`config.mk`:
```
export PLATFORM = sky130hd
export DESIGN_NAME = ir_feed
export DESIGN_NICKNAME = d
export VERILOG_FILES = /design/src/rtl/ir_feed.sv
export SDC_FILE = /design/constraint.sdc
export NUM_CORES = 1
export LEC_CHECK = 0
export CAP_MARGIN = 30
export CORE_UTILIZATION = 55
export DETAILED_ROUTE_END_ITERATION = 10
export GPL_TIMING_DRIVEN = 0
export PLACE_DENSITY = 0.85
export SYNTH_ARGS = -nofsm -noshare
export SYNTH_HDL_FRONTEND = slang
export SYNTH_SLANG_ARGS = --single-unit
```
`constraint.sdc`:
```
create_clock -name clk -period 7.1 [get_ports clk]
set_input_delay 0.71 -clock clk [delete_from_list [all_inputs] [get_ports clk]]
set_output_delay 0.71 -clock clk [all_outputs]
set_load 0.02 [all_outputs]
```
`src/rtl/ir_feed.sv`:
```
// ir_feed: prefetch queue between fetch and decode, with cpu_status word injection.
// Optional zero-latency fetch-to-decode bypass when IR_FEED_BYPASS_EN is defined.
module ir_feed #(
  parameter int unsigned DEPTH = 4
) (
  input  logic        clk,
  input  logic        a_rst,
  input  logic        flush,
  input  logic        fetch_valid,
  input  logic [15:0] fetch_ir,
  input  logic [15:0] fetch_k,
  output logic        fetch_ready,
  input  logic [15:0] int_ir,
  input  logic [15:0] int_k,
  input  logic        replace_ir,
  input  logic        replace_k,
  input  logic        hold_fetch,
  input  logic        hold_decode,
  output logic        feed_ack,
  output logic [7:0]  ir_low,
  output logic        dec_valid,
  output logic [15:0] dec_ir,
  output logic [15:0] dec_k,
  output logic        dec_injected,
  input  logic        dec_ready,
  output logic [$clog2(DEPTH):0] occupancy
);

  localparam int unsigned AW = $clog2(DEPTH);
  localparam logic [AW:0] FULL_CNT = (AW + 1)'(DEPTH);
  localparam logic [AW:0] CNT_ONE  = (AW + 1)'(1);
  localparam logic [AW-1:0] PTR_ONE = AW'(1);

  logic [15:0]   mem_ir [DEPTH];
  logic [15:0]   mem_k  [DEPTH];
  logic [AW-1:0] rptr;
  logic [AW-1:0] wptr;
  logic [AW:0]   occ;

  logic [15:0] head_ir;
  logic [15:0] head_k;
  logic        empty;
  logic        full;
  logic        byp;
  logic        accept;
  logic        push;
  logic        pop;

  assign head_ir = mem_ir[rptr];
  assign head_k  = mem_k[rptr];
  assign empty   = (occ == '0);
  assign full    = (occ == FULL_CNT);

`ifdef IR_FEED_BYPASS_EN
  assign byp = empty & fetch_valid & ~hold_decode & ~replace_ir & ~flush;
`else
  assign byp = 1'b0;
`endif

  always_comb begin
    fetch_ready  = ~full & ~hold_fetch & ~flush;
    dec_valid    = replace_ir | (~hold_decode & ~empty) | byp;
    dec_injected = replace_ir;
    feed_ack     = replace_ir & dec_ready;
    if (replace_ir)
      dec_ir = int_ir;
    else if (byp)
      dec_ir = fetch_ir;
    else
      dec_ir = head_ir;
    if (replace_k)
      dec_k = int_k;
    else if (byp)
      dec_k = fetch_k;
    else
      dec_k = head_k;
    if (byp)
      ir_low = fetch_ir[7:0];
    else if (empty)
      ir_low = '0;
    else
      ir_low = head_ir[7:0];
  end

  // A bypassed word taken by decode is never stored; an injected JSR jump
  // word without replace_k consumes the queued JSR entry holding its K.
  always_comb begin
    accept = dec_valid & dec_ready;
    push   = fetch_valid & fetch_ready & ~(byp & dec_ready);
    pop    = accept & ~empty & (~replace_ir | ~replace_k);
  end

  assign occupancy = occ;

  always_ff @(posedge clk) begin
    if (a_rst || flush) begin
      rptr <= '0;
      wptr <= '0;
      occ  <= '0;
    end else begin
      if (push)
        wptr <= wptr + PTR_ONE;
      if (pop)
        rptr <= rptr + PTR_ONE;
      case ({push, pop})
        2'b10:   occ <= occ + CNT_ONE;
        2'b01:   occ <= occ - CNT_ONE;
        default: occ <= occ;
      endcase
    end
  end

  always_ff @(posedge clk) begin
    if (!a_rst && push) begin
      mem_ir[wptr] <= fetch_ir;
      mem_k[wptr]  <= fetch_k;
    end
  end

endmodule

```
==> out/metrics.csv <==
stage;metric;value;unit
yosys;area share of the largest cell type after synthesis;68.6;%
die;number of top-level design ports;120;
min_path;type of the most critical hold path;register to register;
power_and_ir_drop;overall power consumption;1880;µW
clock_network;total CTS buffers;17;
placement;input/output buffers;116;
sta;part of the cycle the worst path needs;48.5;%
die;DIE AREA;10600;µm²
yosys;dominant combinational cell family by area after synthesis;multiplexers;
die;initial cell density of the core;57.0;%
yosys;register area share after synthesis;71.9;%
final_layout;Synth-to-Final Area Change;36.9;%
power_and_ir_drop;IR drop worst, VDD;196;µV
sta;Hold Violations, Final;0;
setup_path;Slowest-stage cell, CP;sky130_fd_sc_hd__buf_1;
route;Iteration-0 DRC Markers;157;
yosys;compound-gate portion of the synthesized area;0.626;%
route;average routed wire per standard cell;20.7;µm
setup_path;kind of critical path;register to output pin;
sta;Hold WS;0.505;ns
setup_path;kind of cell with the highest combined delay on the critical path;buffers and inverters;
die;Row Count;36;
yosys;number of warning messages in the yosys log;0;
grt;first-pass GRT wire length;17.5;mm
route;detailed-route DRC error count;0;
power_and_ir_drop;combinational cell fraction of total power;6.9;%
yosys;combined area of all synthesized cells;5600;µm²
clock_network;CTS tree;yes;
grt;All-Layer GR Usage;23.9;%
clock_network;clock sink count;137;
yosys;Syn Nets;352;
power_and_ir_drop;Int Pwr;1500;µW
final_layout;fill count;536;
sta;final slew viol count;0;
die;core box area;9820;µm²
placement;weighted congestion reported at the end of routability-driven placement;0.738;
final_layout;Diodes inserted;0;
setup_path;worst path cell trace;buf_1 > mux4_2 > mux2_2 > clkdlybuf4s50_1;
die;vertical die dimension;103;µm
setup_path;maximum fanout encountered on the critical timing path;10;
route;ANT nets after route;0;
route;Total Wirelength;11.7;mm
power_and_ir_drop;static leakage power;0.00253;µW
final_layout;post-layout instance count excluding filler cells;564;
sta;normalized max-slew margin;44.3;%
yosys;flops & latches, synth;137;
yosys;cell taking the most area after synthesis;sky130_fd_sc_hd__edfxtp_1;
placement;placed instance count;534;
power_and_ir_drop;Pwr per Cell Area;245;nW/µm²
grt;pin count of the biggest net entering global routing;17;
clock_network;buffers from clock root to sink, at most;2;
sta;worst clock skew;0.00584;ns
power_and_ir_drop;switching power total;383;µW
setup_path;WP buf/inv;2;
die;width of the die;103;µm
sta;count of final setup violators;0;
flow_run;max-capacitance violation count;0;
route;Initial DRT Pass Iterations;4;
clock_network;hold-fix buffers at CTS;0;
clock_network;setup fix buffers added after clock tree synthesis;0;
yosys;synthesized-area fraction occupied by adder cells;1.47;%
setup_path;Startpoint Class;register;
route;Vias/cell;5.57;
final_layout;Final nets;499;
grt;initial antenna violation count;0;
clock_network;Post-CTS Resized;0;
grt;grt ovf;0;
yosys;Post-synth EDFFs;128;
yosys;share of synthesized cell area in and, or, nand and nor gates;3.42;%
status;status;complete, no violations;
setup_path;data required time at the worst endpoint;6.39;ns
yosys;biggest area contributors in the synthesized netlist;sky130_fd_sc_hd__edfxtp_1 (69%), sky130_fd_sc_hd__mux4_2 (13%), sky130_fd_sc_hd__mux2_2 (6.4%), sky130_fd_sc_hd__dfxtp_1 (3.2%), sky130_fd_sc_hd__ha_1 (1.1%);
placement;hpwl dp;7.70;mm
power_and_ir_drop;sequential group share of total power;47.2;%
power_and_ir_drop;portion of total power attributed to the clock network;45.9;%
yosys;synthesized area per cell;20.5;µm²
clock_network;CTS clk-pin slew, worst paths;0.06;ns
clock_network;Worst-Skew Late Latency;0.52;ns
setup_path;critical path endpoint category;output pin;
setup_path;worst path arrival time;2.73;ns
power_and_ir_drop;fraction of power spent switching nets;20.4;%
sta;Fmax;291;MHz
sta;slew of the pin with the lowest slew margin;0.832;ns
clock_network;H-tree levels;4;
yosys;xor/xnor cell area share of the yosys netlist;0.313;%
yosys;number of instances in the synthesized netlist;273;
final_layout;share of final-layout standard cells stronger than drive strength 1;27.8;%
sta;unrepaired setup endpoints after global routing;false;
clock_network;clock root buffer;sky130_fd_sc_hd__clkbuf_8;
yosys;Cell variety after synth;28;
setup_path;biggest cell delay along the critical path;0.54;ns
sta;Setup Total Neg Slack;0;ns
yosys;most instantiated flip-flop cell in the synthesis netlist;sky130_fd_sc_hd__edfxtp_1;
final_layout;utilization after layout;78.1;%
yosys;ys async rst share;0;%
grt;number of global-route vias before repair;3279;
yosys;multiplexer share of the synthesized area;20.0;%
route;routed via count;3140;
sta;final critical delay including setup and external delays;3.44;ns
[worst paths after layout]
path,slack (ns),cells past startpoint,end,from
max,3.66,4,dec_ir[10],register
min reg2reg,0.51,2,wptr[0],wptr[0]
min,0.51,2,wptr[0],wptr[0]
max reg2reg,4.55,6,mem_ir[2][15],occupancy[2]
[stage by stage]
stage,setup slack [ns],cell area [µm²]
after floorplan,2.84,5600
after global placement,0.442,6930
after detailed placement,3.72,7080
after CTS,3.61,7670
after global routing,3.54,7670
final,3.66,7670
[sequential cells by signal, summed over array words and instances (netlist names), named ones only]
name       cells
wptr           2
mem_k         64
rptr           2
mem_ir        64
occupancy      3
[layout by cell type (no fill, tap or decap), drive strengths merged]
cell / instances
o21ai: 3
and3: 1
clkdlybuf4s50: 116
or4b: 1
buf: 24
clkinvlp: 3
nand4: 2
and2: 9
a21oi: 1
inv: 10
nor2: 2
clkinv: 3
edfxtp: 128
ha: 5
bufinv: 3
fa: 1
nor3: 4
a21o: 1
mux2i: 4
mux2: 32
nand2: 6
a21boi: 1
clkbuf: 20
xor2: 2
mux4: 32
nor3b: 5
or3: 3
dfxtp: 9
[layer usage]
metal | global-route usage [%] | vias up | part of all wire [%]
li1 | - | 1405 | -
met1 | 29.6 | 1597 | 39
met2 | 39.9 | 122 | 53
met3 | 6.98 | 16 | 6.3
met4 | 9.97 | 0 | 1.7
met5 | 0 | - | 0
[cell families after synthesis]
kind of cell	count (synthesis)
AO/OA/AOI/OAI	6
adder cells (fa/ha/maj)	6
multiplexers	68
AND/OR/NAND/NOR	33
buffers and inverters	21
flip-flops	137
XOR/XNOR	2
[Yosys cell counts, types with 2 or more instances]
cell type,instances
sky130_fd_sc_hd__mux4_2,32
sky130_fd_sc_hd__nor3b_1,5
sky130_fd_sc_hd__buf_6,3
sky130_fd_sc_hd__clkbuf_1,3
sky130_fd_sc_hd__and2_1,9
sky130_fd_sc_hd__dfxtp_1,9
sky130_fd_sc_hd__mux2_2,32
sky130_fd_sc_hd__nor2_1,2
sky130_fd_sc_hd__inv_1,6
sky130_fd_sc_hd__o21ai_0,3
sky130_fd_sc_hd__nand4_1,2
sky130_fd_sc_hd__or3_1,3
sky130_fd_sc_hd__xor2_1,2
sky130_fd_sc_hd__buf_2,5
sky130_fd_sc_hd__nand2_1,6
sky130_fd_sc_hd__edfxtp_1,128
sky130_fd_sc_hd__nor3_1,4
sky130_fd_sc_hd__ha_1,5
sky130_fd_sc_hd__buf_1,2
sky130_fd_sc_hd__mux2i_1,4
[final cells by class]
cell class              count  area (µm²)  area share [%]
plain buffers              15         105            1.37
clock buffers              17         414            5.40
clock inverters            13         170            2.22
inverters                   6        22.5           0.294
multi-input cells         115        1470            19.1
flip-flops and latches    137        4020            52.5
well taps                 133         166            2.17
repair buffers            128        1300            16.9
[tightest hold or removal path, delay by kind of cell, from the launching register on]
family / cells / cell delay [ns]
DFF: 1 / 0.34
muxes: 1 / 0.06
and+or+nand+nor: 1 / 0.06
[power by group through the flow]
stage               Combinational, µW  Clock, µW  Sequential [µW]
finish                            129        862              888
global route                      136        905              888
CTS                               130        871              888
detailed placement                128          0              905
global placement                  122          0              905
floorplan                        48.0          0              905
(Power assumes the default switching activity.)
